<file path="config.mk">
export PLATFORM = sky130hd
export DESIGN_NAME = debounce_bank_flat
export DESIGN_NICKNAME = d
export VERILOG_FILES = /design/src/rtl/debounce_pkg.sv /design/src/rtl/debounce_bank_if.sv /design/src/rtl/debounce_ch.sv /design/src/rtl/debounce_bank.sv /design/src/flat_wrapper.sv
export SDC_FILE = /design/constraint.sdc
export NUM_CORES = 1
export LEC_CHECK = 0
export ABC_AREA = 1
export BUFFER_PORTS_ARGS = -buffer_cell sky130_fd_sc_hd__buf_2
export CORE_MARGIN = 4
export CORE_UTILIZATION = 55
export CTS_CLUSTER_SIZE = 30
export DETAILED_ROUTE_END_ITERATION = 7
export PLACE_DENSITY = 0.85
export SYNTH_ARGS = -nofsm -noshare
export SYNTH_HDL_FRONTEND = slang
export SYNTH_SLANG_ARGS = --single-unit
</file>
<file path="constraint.sdc">
create_clock -name clk -period 1.4 [get_ports clk]
set_input_delay 0.28 -clock clk [delete_from_list [all_inputs] [get_ports clk]]
set_output_delay 0.28 -clock clk [all_outputs]
set_load 0.03 [all_outputs]
</file>
<file path="src/rtl/debounce_pkg.sv">
// Shared defaults and counter sizing for the push-button debounce bank.
package debounce_pkg;

    localparam int N_CH_DEF       = 4;
    localparam int STABLE_CNT_DEF = 4;
    localparam int HOLD_CNT_DEF   = 16;

    // Bits needed to encode values 0..n-1, never less than one bit.
    function automatic int cntWidth(input int n);
        int w;
        if (n > 1) begin
            w = $clog2(n);
        end else begin
            w = 1;
        end
        return w;
    endfunction

endpackage

</file>
<file path="src/rtl/debounce_bank_if.sv">
// Button bus: sample strobe and raw inputs towards the bank, filtered levels and pulses back.
interface debounce_bank_if
    import debounce_pkg::*;
#(
    parameter int N_CH = N_CH_DEF
);

    logic            tick;
    logic [N_CH-1:0] pushB_in;
    logic [N_CH-1:0] pushB_level;
    logic [N_CH-1:0] pushB_rise;
    logic [N_CH-1:0] pushB_fall;
    logic [N_CH-1:0] pushB_hold;

    modport master (
        output tick,
        output pushB_in,
        input  pushB_level,
        input  pushB_rise,
        input  pushB_fall,
        input  pushB_hold
    );

    modport slave (
        input  tick,
        input  pushB_in,
        output pushB_level,
        output pushB_rise,
        output pushB_fall,
        output pushB_hold
    );

endinterface

</file>
<file path="src/rtl/debounce_ch.sv">
// One debounced button: 2-FF synchroniser, tick-driven stability filter, hold timer, registered pulses.
module debounce_ch
    import debounce_pkg::*;
#(
    parameter int STABLE_CNT = STABLE_CNT_DEF,
    parameter int HOLD_CNT   = HOLD_CNT_DEF
) (
    input  logic clk,
    input  logic reset,
    input  logic tick,
    input  logic pushIn,
    output logic level,
    output logic rise,
    output logic fall,
    output logic hold
);

    localparam int STAB_W = cntWidth(STABLE_CNT);
    localparam int HOLD_W = cntWidth(HOLD_CNT + 1);
    localparam logic [STAB_W-1:0] STAB_LAST = STAB_W'(STABLE_CNT - 1);
    localparam logic [HOLD_W-1:0] HOLD_MAX  = HOLD_W'(HOLD_CNT);

    logic              sync1_r;
    logic              sync2_r;
    logic              level_r;
    logic [STAB_W-1:0] stabCnt_r;
    logic [HOLD_W-1:0] holdCnt_r;
    logic              holdFired_r;
    logic              levelOut_r;
    logic              rise_r;
    logic              fall_r;
    logic              hold_r;

    // Metastability synchroniser, runs every clk regardless of tick.
    always_ff @(posedge clk) begin
        if (reset) begin
            sync1_r <= 1'b0;
            sync2_r <= 1'b0;
        end else begin
            sync1_r <= pushIn;
            sync2_r <= sync1_r;
        end
    end

    // Stability filter and hold timer; the hold timer is only meaningful while level is high.
    always_ff @(posedge clk) begin
        if (reset) begin
            level_r     <= 1'b0;
            stabCnt_r   <= '0;
            holdCnt_r   <= '0;
            holdFired_r <= 1'b0;
        end else begin
            if (tick) begin
                if (sync2_r != level_r) begin
                    if (stabCnt_r == STAB_LAST) begin
                        level_r   <= ~level_r;
                        stabCnt_r <= '0;
                    end else begin
                        stabCnt_r <= stabCnt_r + 1'b1;
                    end
                end else begin
                    stabCnt_r <= '0;
                end
            end else begin
                stabCnt_r <= stabCnt_r;
            end

            if (!level_r) begin
                holdCnt_r   <= '0;
                holdFired_r <= 1'b0;
            end else begin
                if (tick && (holdCnt_r != HOLD_MAX)) begin
                    holdCnt_r <= holdCnt_r + 1'b1;
                end else begin
                    holdCnt_r <= holdCnt_r;
                end
                if (holdCnt_r == HOLD_MAX) begin
                    holdFired_r <= 1'b1;
                end else begin
                    holdFired_r <= holdFired_r;
                end
            end
        end
    end

    // Output stage: edge pulses come from comparing the filter level with its delayed copy.
    always_ff @(posedge clk) begin
        if (reset) begin
            levelOut_r <= 1'b0;
            rise_r     <= 1'b0;
            fall_r     <= 1'b0;
            hold_r     <= 1'b0;
        end else begin
            levelOut_r <= level_r;
            rise_r     <= level_r & ~levelOut_r;
            fall_r     <= ~level_r & levelOut_r;
            hold_r     <= level_r & (holdCnt_r == HOLD_MAX) & ~holdFired_r;
        end
    end

    assign level = levelOut_r;
    assign rise  = rise_r;
    assign fall  = fall_r;
    assign hold  = hold_r;

endmodule

</file>
<file path="src/rtl/debounce_bank.sv">
// Bank of independent debounced push-button channels sharing one sample strobe.
module debounce_bank
    import debounce_pkg::*;
#(
    parameter int N_CH       = N_CH_DEF,
    parameter int STABLE_CNT = STABLE_CNT_DEF,
    parameter int HOLD_CNT   = HOLD_CNT_DEF
) (
    input  logic           clk,
    input  logic           reset,
    debounce_bank_if.slave bus
);

    logic [N_CH-1:0] level_s;
    logic [N_CH-1:0] rise_s;
    logic [N_CH-1:0] fall_s;
    logic [N_CH-1:0] hold_s;

    for (genvar i = 0; i < N_CH; i++) begin : genCh
        debounce_ch #(
            .STABLE_CNT (STABLE_CNT),
            .HOLD_CNT   (HOLD_CNT)
        ) uCh (
            .clk    (clk),
            .reset  (reset),
            .tick   (bus.tick),
            .pushIn (bus.pushB_in[i]),
            .level  (level_s[i]),
            .rise   (rise_s[i]),
            .fall   (fall_s[i]),
            .hold   (hold_s[i])
        );
    end

    assign bus.pushB_level = level_s;
    assign bus.pushB_rise  = rise_s;
    assign bus.pushB_fall  = fall_s;
    assign bus.pushB_hold  = hold_s;

endmodule

</file>
<file path="src/flat_wrapper.sv">
// flat-port wrapper written by rule: the top's interface ports become plain ports
module debounce_bank_flat import debounce_pkg::*;
#(
    parameter int N_CH       = N_CH_DEF,
    parameter int STABLE_CNT = STABLE_CNT_DEF,
    parameter int HOLD_CNT   = HOLD_CNT_DEF
)
  (clk, reset, bus_tick, bus_pushB_in, bus_pushB_level, bus_pushB_rise, bus_pushB_fall, bus_pushB_hold);
  debounce_bank_if #(.N_CH(N_CH)) bus_i ();
  input  logic clk;
  input  logic reset;
  input wire logic [$bits(bus_i.tick)-1:0] bus_tick;
  input wire logic [$bits(bus_i.pushB_in)-1:0] bus_pushB_in;
  output wire logic [$bits(bus_i.pushB_level)-1:0] bus_pushB_level;
  output wire logic [$bits(bus_i.pushB_rise)-1:0] bus_pushB_rise;
  output wire logic [$bits(bus_i.pushB_fall)-1:0] bus_pushB_fall;
  output wire logic [$bits(bus_i.pushB_hold)-1:0] bus_pushB_hold;
  assign bus_i.tick = bus_tick;
  assign bus_i.pushB_in = bus_pushB_in;
  assign bus_pushB_level = bus_i.pushB_level;
  assign bus_pushB_rise = bus_i.pushB_rise;
  assign bus_pushB_fall = bus_i.pushB_fall;
  assign bus_pushB_hold = bus_i.pushB_hold;
  debounce_bank #(.N_CH(N_CH), .STABLE_CNT(STABLE_CNT), .HOLD_CNT(HOLD_CNT)) u_core (.clk(clk), .reset(reset), .bus(bus_i));
endmodule
</file>
After elaboration in Yosys (flattened, before gate mapping):

Cells that the tools add are included.

* add/subtract/negate cells: 8
* equal/unequal tests: 16
* multiplexer cells: 8
* bitwise operators: 28
* reduce and logical (&&, ||, !) cells: 12

Operator list (number)
* 5-bit by 1-bit adder with 5-bit output, second input constant: 4
* 5-bit equality test, second input constant: 4
* 5-bit != test, second input constant: 4
* 1-bit AND: 16
* 2-bit 2-to-1 mux: 8
* 1-bit inverter: 12
* 3-bit AND reduction: 4
* 2-bit by 1-bit adder with 2-bit output, second input constant: 4
* 2-bit equality test, second input constant: 4
* 2-bit OR reduction: 4
* 1-bit logical AND: 4
* 1-bit != test: 4

* flip-flop bits (word level): 60
* logic and storage cells: 112

Logic depth before layout (Yosys ltp):

Gate-level depths: netlist (run 1).

* word-level depth: 3
* mapped depth: 9

Hierarchy:

A second synthesis (run 1) with hierarchy kept.

* cell total of the unflattened synthesis: 328
* area total of the unflattened synthesis: 2592.5 µm²

By module, submodules not included
* debounce_ch: times used 4, cells an instance 82, area each 648.1 µm²

Worst setup path after synthesis (run 1):

OpenSTA, ideal clock, no wires.

* kind: register -> register
* start point: register u_core.genCh[3].uCh.holdCnt_r[0]
* end point: register u_core.genCh[3].uCh.holdCnt_r[3]
* library setup time: 0.064 ns
* data arrival time: 1.079 ns
* required time: 1.336 ns
* setup slack: 0.257 ns
* stages on the path, launching flop included: 10
* path buffers: 0
* period minus slack after synthesis: 1.143 ns
* path through: dfxtp_1 -> inv_1 -> ha_1 -> nand2_1 -> inv_1 -> nand2_1 -> nand3_1 -> nand2_1 -> inv_1 -> nor2_1

* longest elaborated chain between the ends: 2

Ends and longest elaborated chain
* from (decl): RTL line debounce_ch.sv:27 `logic [HOLD_W-1:0] holdCnt_r;`
* from (signal assigned): RTL line debounce_ch.sv:73 `holdCnt_r <= holdCnt_r + 1'b1;`
* from (signal assigned): RTL line debounce_ch.sv:75 `holdCnt_r <= holdCnt_r;`
* parallel branches: the longest is 2 deep, another holds 5-bit by 1-bit adder with 5-bit output

Parallel ways; which one is timed is not known.
A chain may end at the register's enable or synchronous reset.

Worst setup path in the final report (run 1):

* start point: register u_core.genCh[2].uCh.holdCnt_r[0]
* end point: register u_core.genCh[2].uCh.holdCnt_r[3]

* longest elaborated chain between the ends: 2

Ends and longest elaborated chain (RTL line)
* from (decl): debounce_ch.sv:27
* from (signal assigned): debounce_ch.sv:73
* from (signal assigned): debounce_ch.sv:75
* parallel branches: the longest is 2 deep, another holds 5-bit by 1-bit adder with 5-bit output

Parallel ways; which one is timed is not known.

==> flow_results.org, run 1 <==
** Power and ir drop
- In this run, the clock network consumes 42.0% of the power.
- Power spent charging and discharging nets :: 683 uW
- In this run switching power makes up 21.6% of total power.
- For this design the ratio of total power to cell area is 1100 nW/um^2.
- Internal power :: 2490 uW
- Peak supply drop :: 0.574 mV
- Sequential cells burn 54.6% of the power.
- Combinational logic is responsible for 3.4% of the overall power.
- In this run the static leakage power is 0.00120 uW.
- The completed layout was analyzed and its total power is 3170 uW.

** Global routing
- The via count of the first global-routing pass was 1910.
- In the global route stage, overall resource usage came out at 15.9%.
- The total overflow left after global routing is 0.
- The number of antenna violations at the first check in global routing came to 0.
- Maximum number of pins on one net before global-route repair :: 17
- First-pass GRT wire length :: 7650 um

** Clock tree
- Number of levels the H-tree was split into :: 3
- For the worst-skew pair, the clock arrives at the later sink with an insertion delay of 0.33 ns.
- TritonCTS built the clock tree.
- Clock net sink count :: 60
- Number of hold buffers added after cts :: 0
- Clock transition at the register clock pins on the worst setup and hold paths after CTS :: 0.07 ns
- Max Root-Sink Buffers :: 2
- In this run the clock root is driven by a sky130_fd_sc_hd__clkbuf_8.
- In this run, CTS created clock tree buffers numbering 9.

** Route
- Vias after detailed routing :: 2001
- In the routed layout, each cell is associated on average with a via count of 4.97.
- The routed design has 4400 um of wire.
- Remaining antenna violation count :: 0
- In this run, the number of DRC markers left after iteration 0 of detailed routing was 63.
- First-pass iteration count of the detailed router :: 4
- After detailed routing, the average wire length per cell comes to 10.9 um.
- Remaining design rule violation count :: 0

** Logic synthesis
- The synthesized design contains 0 enable-type register cells.
- Commonest cells post-synth :: 79 x sky130_fd_sc_hd__nand2_1, 60 x sky130_fd_sc_hd__dfxtp_1, 48 x sky130_fd_sc_hd__nor2_1
- Counting flops and latches in the post-synthesis netlist gives 60.
- Number of distinct standard cells referenced by the synthesized netlist :: 23
- Sequential-to-total area share from yosys stat :: 45.4%
- The most used flip-flop cell after synthesis is sky130_fd_sc_hd__dfxtp_1.
- Synth area leader :: sky130_fd_sc_hd__dfxtp_1
- By area the synthesized netlist is led by sky130_fd_sc_hd__dfxtp_1 45%, sky130_fd_sc_hd__nand2_1 11%, sky130_fd_sc_hd__nor2_1 6.8%.
- For this run, the number of Yosys warnings is 0.
- Syn Nets :: 349
- Most instantiated library cell after synthesis :: sky130_fd_sc_hd__nand2_1
- For this run, asynchronously set or reset flops after synthesis account for 0%.
- After synthesis the cells add up to 2650 um^2.
- After synthesis, the largest area contributor takes up 45.4% of total cell area.
- Mean post-synth cell area :: 8.02 um^2
- Counting every instance in the synthesized netlist gives 330.

** Critical path
- Startpoint of the most critical setup path :: u_core.genCh[2].uCh.holdCnt_r[0]
- The critical path in this run is classified as reg2reg.
- Setup crit end :: u_core.genCh[2].uCh.holdCnt_r[3]
- Launch point of the worst reg-to-reg path :: u_core.genCh[2].uCh.holdCnt_r[0]
- FF-to-FF End :: u_core.genCh[2].uCh.holdCnt_r[3]
- WP data arrival :: 1.49 ns
- CP most frequent cell :: sky130_fd_sc_hd__inv_1
- The critical path goes through inv_1 > ha_1 > nand2_1 > inv_1 > nand2_2 > nand3_1 > nand2_1 > inv_1 > nor2_1.
- For this design, the slowest cell found on the critical path is sky130_fd_sc_hd__dfxtp_1.
- Across all register-to-register paths, the minimum setup slack is 0.18 ns.
- Worst Reg2Reg Path Length in Cells :: 9
- STA classifies the critical path startpoint as a flip-flop.
- In this run the worst path has a maximum fanout of 8.
- Sort of element at the end of the critical path :: flip-flop
- Slowest Stage Delay on Critical Path :: 0.38 ns
- Worst path required time :: 1.67 ns

** Floorplanning
- In this run the horizontal extent of the chip is 77.4 um.
- Count of pins on the block boundary :: 23
- The floorplan step defined a die boundary enclosing 5990 um^2.
- Number of rows in the core area :: 24
- From bottom edge to top edge, the die measures 77.4 um.
- Floorplan Core Area :: 4500 um^2
- Starting utilization of the core area :: 58.8%

** Outcome
- The run finished with clean final reports.

** STA
- Unrepaired setup endpoints after global routing :: no
- Final setup violation count :: 0
- In the final timing run, aggregate negative setup slack is 0 ns.
- In the finished design, the share of the clock period the worst path needs comes to 87.0%.
- Measured against its own limit, the worst slew margin works out to 76.3%.
- Final Critical Period :: 1.22 ns
- Derived from the worst setup path, the maximum achievable clock frequency is 0.821 GHz.
- The clock arrives with 0.00615 ns of skew.
- Final hold violation count :: 0
- Final number of max-transition violations :: 0
- Least-Margin Pin Slew :: 0.355 ns

** Layout
- The number of antenna diodes in the final layout is 0.
- Number of nets in the final layout :: 366
- Of the cells placed in the final design, the portion with a size suffix greater than 1 is 19.4%.
- Biggest regs :: u_core.genCh.uCh.holdCnt_r x20, u_core.genCh.uCh.stabCnt_r x8
- Once layout is complete, the utilization of the core stands at 63.7%.
- Counting flops per register, the top entry is u_core.genCh.uCh.holdCnt_r.
- Relative to the synthesized area, the layout overhead comes to 8.32%.
- Number of flip-flops under the largest register name :: 20

** Hold path
- The min-delay analysis places its worst path in the category in2reg.

** Job
- Max-cap violations :: 0

** Place
- Detailed placement finished with a half-perimeter wire length of 3130 um.
- Number of input and output port buffers inserted :: 22
- Final weighted congestion of routability-driven global placement :: 0.820
## per-stage QoR
step                cells  worst slack [ns]  cell area [um^2]  hold slack, ns
detailed placement    388            0.0997              2690           0.395
global route          403            0.0111              2870           0.151
floorplan             330             0.257              2650           0.387
CTS                   403            0.0819              2860           0.140
finish                403             0.182              2870           0.152
global placement      388             0.149              2690           0.390
## worst max-delay path: cells and delay by family, from the launching register on
kind	cells	cell delay, ns
adders and majority gates	1	0.20
buffers and inverters	3	0.14
DFF	1	0.38
and+or+nand+nor	5	0.43
## cells by family after synthesis
| family | after synthesis | share of synthesized area [%] |
|---|---|---|
| compound gates | 30 | 6.24 |
| flops | 60 | 45.4 |
| buf+inv | 64 | 13.1 |
| simple gates | 163 | 29.3 |
| fa+ha+maj | 12 | 5.67 |
| xor+xnor | 1 | 0.331 |
## layer usage
layer	global-route usage [%]	vias to the layer above	part of all wire [%]	routed length, um
li1	-	1036	-	-
met1	17.0	916	44	1920
met2	27.9	41	49	2160
met3	5.32	8	5.2	231
met4	8.19	0	2.0	87
met5	0	-	0	0
## worst min-delay path by stage
stage                                            from                          end  slack [ns]  depth (start not counted)
after floorplan                       bus_pushB_in[0]  u_core.genCh[0].uCh.sync1_r        0.39                          2
after global placement    u_core.genCh[0].uCh.sync1_r  u_core.genCh[0].uCh.sync2_r        0.39                          2
after detailed placement  u_core.genCh[3].uCh.sync1_r  u_core.genCh[3].uCh.sync2_r        0.40                          2
after CTS                             bus_pushB_in[0]  u_core.genCh[0].uCh.sync1_r        0.14                          3
after global routing                  bus_pushB_in[0]  u_core.genCh[0].uCh.sync1_r        0.15                          3
final                                 bus_pushB_in[3]  u_core.genCh[3].uCh.sync1_r        0.15                          3
## cell type report
class	instances	area, um^2
Clock inverter	2	10.0
Timing Repair Buffer	28	168
Sequential cell	60	1200
Clock buffer	13	159
Inverter	42	158
Multi-Input combinational cell	206	1110
Fill cell	395	1640
Tap cell	52	65.1
## power groups by stage
stage	Clock, uW	Combinational, uW	Sequential (uW)
2_1_floorplan	0	86.2	1760
3_3_place_gp	0	104	1770
3_5_place_dp	0	108	1770
4_1_cts	1370	108	1730
5_1_grt	1450	119	1730
6_report	1330	107	1730
## repair_timing
item / 4_1_cts / 5_1_grt
resized for setup: 0 / 3
buffers inserted: 0 / 0
setup endpoints to repair: 0 / 9
## layout by cell type (no fill, tap or decap), drive strengths merged
cell type,n
nand2,82
dfxtp,60
nor2,53
inv,42
buf,28
a21oi,23
nand3,16
clkbuf,13
ha,12
o21ai,7
nor3,7
nand4,4
clkinv,2
xor2,1
nor3b,1
Power figures use the tool's default switching activity.
==> inputs of run 2 (changes only) <==
- CELL_PAD_IN_SITES_DETAIL_PLACEMENT: not set -> 1
- CELL_PAD_IN_SITES_GLOBAL_PLACEMENT: not set -> 1
- CORE_UTILIZATION: 55 -> 44
- PLACE_DENSITY: 0.85 -> 0.9
==> flow_results.org, run 2 (same netlist as run 1, synthesis figures left out) <==
** Layout
- The final cell count without fillers was 424 (+5.2%).
- The fraction of final layout cells sized beyond drive strength 1 was 20.5% (+1.1 points).
- Number of nets in the final layout :: 366 (unchanged)
- In the layout the commonest cells are 76 x sky130_fd_sc_hd__nand2_1, 58 x sky130_fd_sc_hd__dfxtp_1, 48 x sky130_fd_sc_hd__nor2_1.
- Post-layout util :: 51.7% (-12 points)
- The number of diodes added for antenna fixing is 0 (unchanged).
- Biggest register :: u_core.genCh.uCh.holdCnt_r
- Number of flip-flops under the largest register name :: 20 (unchanged)
- Area added between synthesis and finish :: 10.7%
- In the final layout, the registers with the most flip-flops are u_core.genCh.uCh.holdCnt_r x20, u_core.genCh.uCh.stabCnt_r x8.
- Most common library cell in the layout ignoring fill and taps :: sky130_fd_sc_hd__nand2_1

** Global routing
- The via count of the first global-routing pass was 2131 (+12%).
- Maximum number of pins on one net before global-route repair :: 14 (-3)
- First-pass GRT wire length :: 9430 um (+23%)
- The leftover overflow at the end of global routing was 0 (unchanged).
- The total global-route track usage is 16.4% (+0.45 points).
- Number of antenna violations at the first check in global routing :: 0 (unchanged)

** Place
- The final RePlAce weighted congestion is 0.779 (-5.0%).
- Number of input and output port buffers inserted :: 22 (unchanged)
- The total instance count after detailed placement came to 408 (+5.2%).
- The half-perimeter wire length after detailed placement was 3770 um (+21%).

** Outcome
- The run finished with clean final reports.

** Floorplanning
- Floorplan Core Area :: 5680 um^2 (+26%)
- The floorplan die width was 85.6 um (+11%).
- Count of pins on the block boundary :: 23 (unchanged)
- Number of rows in the core area :: 27 (+13%)
- The effective utilization at floorplan was 46.6% (-12 points).
- Die Footprint :: 7320 um^2 (+22%)
- Y dimension of the die :: 85.6 um (+11%)

** STA
- Final Critical Period :: 1.24 ns (+0.0181 ns)
- The actual transition at the worst max-transition pin is 0.313 ns (-0.0418 ns).
- The count of final hold-check violations came to 0 (unchanged).
- Unrepaired setup endpoints after global routing :: no
- The number of pins exceeding their max-slew limit in the final report was 0 (unchanged).
- The headroom to the max-slew limit is 79.1% (+2.8 points).
- The highest achievable clock rate was 0.809 GHz (-1.5%).
- The fraction of the cycle the final worst path needs was 88.3% (+1.3 points).
- The worst clock skew on the final layout is 0.00602 ns (-0.000131 ns).
- Setup total negative slack :: 0 ns (unchanged)
- Final setup violation count :: 0 (unchanged)

** Route
- Remaining design rule violation count :: 0 (unchanged)
- The total number of vias was 2044 (+2.1%).
- The violation count after the first detailed-route iteration came to 69 (+9.5%).
- Via density :: 4.82 (-2.9%)
- The overall routed net length came to 5200 um (+18%).
- The first-pass detailed-route iteration total was 4 (unchanged).
- The detail-routed net length per standard cell came to 12.3 um (+12%).
- The antenna violation net count after detailed routing was 0 (unchanged).

** Clock tree
- Insertion delay of the later-clocked pin in the worst-skew pair :: 0.34 ns (about the same)
- The quantity of hold-fixing buffers added after cts was 0 (unchanged).
- The H-tree depth reported by CTS is 3 (unchanged).
- The number of buffers inserted by post-CTS setup repair came to 0 (unchanged).
- Max Root-Sink Buffers :: 2 (unchanged)
- The number of gates resized after cts was 1 (+1).
- The number of sinks on the clock net came to 60 (unchanged).
- TritonCTS built the clock tree.
- Root cell of the clock tree :: sky130_fd_sc_hd__clkbuf_8
- Cts bufs inserted :: 9 (unchanged)
- The clock slew at the register clock pins of the worst setup and hold paths came to 0.07 ns (about the same).

** Critical path
- CP most frequent cell :: sky130_fd_sc_hd__nand2_1
- Peak fanout along the critical path :: 8 (unchanged)
- The sum of buffers and inverters on the critical path was 2 (-1).
- The required time of the critical path was 1.63 ns (-0.04 ns).
- STA classifies the critical path endpoint as a flip-flop.
- The signal on the critical path passes through inv_1 > ha_1 > nand2_1 > inv_1 > nand2_2 > nand2_1 > nand2_1 > a21oi_1.
- The arrival time at the worst endpoint came to 1.47 ns (-0.02 ns).
- Kind of start point of the critical path :: flip-flop
- Slowest Stage Delay on Critical Path :: 0.38 ns (about the same)
- Critical Setup Path Class :: reg2reg
- The slowest stage of the critical path is the sky130_fd_sc_hd__dfxtp_1 cell.
- Grouping stages by cell kind, the critical path spends the most delay in flip-flops.

** Power and ir drop
- The peak supply drop was 0.560 mV (-2.4%).
- Power per cell area :: 1130 nW/um^2 (+2.1%)
- The reported leakage power came to 0.00122 uW (+1.5%).

** Job
- The number of max-capacitance violations reported came to 0 (unchanged).

** Hold path
- The tightest min-delay check is of the in2reg type.
run 2: metal layers:
metal / routed length (um) / GRT usage, % / part of all wire (%) / up-vias
met5: 0 / 0 / 0 / -
met3: 228 / 5.86 / 4.4 / 10
met4: 108 / 7.34 / 2.1 / 0
li1: - / - / - / 1043
met2: 2620 / 28.0 / 50 / 26
met1: 2240 / 18.1 / 43 / 965
run 2: worst min-delay path, cell delays in order:
cell	delay, ns
sky130_fd_sc_hd__buf_2	0.07
sky130_fd_sc_hd__inv_1	0.03
sky130_fd_sc_hd__nor2_1	0.06
run 2: metrics by stage:
step                      setup slack (ns)  hold slack [ns]  power [uW]  instance area, um^2
after floorplan                      0.257            0.387        1850                 2650
after global placement               0.143            0.390        1880                 2730
after detailed placement            0.0507            0.398        1880                 2730
after CTS                           0.0321            0.121        3360                 2910
after global routing               0.00328            0.139        3470                 2930
final                                0.164            0.141        3310                 2930
run 2: power breakdown:
group / switching, uW / internal [uW] / total [uW]
clock network: 659 / 806 / 1460
logic: 70.3 / 44.0 / 114
registers: 7.83 / 1720 / 1730
run 2: final cells by class:
cell class | count | area [um^2]
sequential | 60 | 1200
fill | 711 | 2740
inverter | 42 | 158
multi-input combinational | 206 | 1120
clock inverter | 6 | 55.1
tap | 72 | 90.1
timing repair buffer | 28 | 180
clock buffer | 10 | 128
run 2: worst paths after layout:
check | slack [ns] | startpoint | to | depth (start not counted)
setup / recovery | 0.16 | u_core.genCh[3].uCh.holdCnt_r[0] | u_core.genCh[3].uCh.holdCnt_r[1] | 8
hold / removal | 0.14 | bus_pushB_in[3] | u_core.genCh[3].uCh.sync1_r | 3
setup reg to reg | 0.16 | u_core.genCh[3].uCh.holdCnt_r[0] | u_core.genCh[3].uCh.holdCnt_r[1] | 8
hold reg to reg | 0.40 | u_core.genCh[0].uCh.sync1_r | u_core.genCh[0].uCh.sync2_r | 2
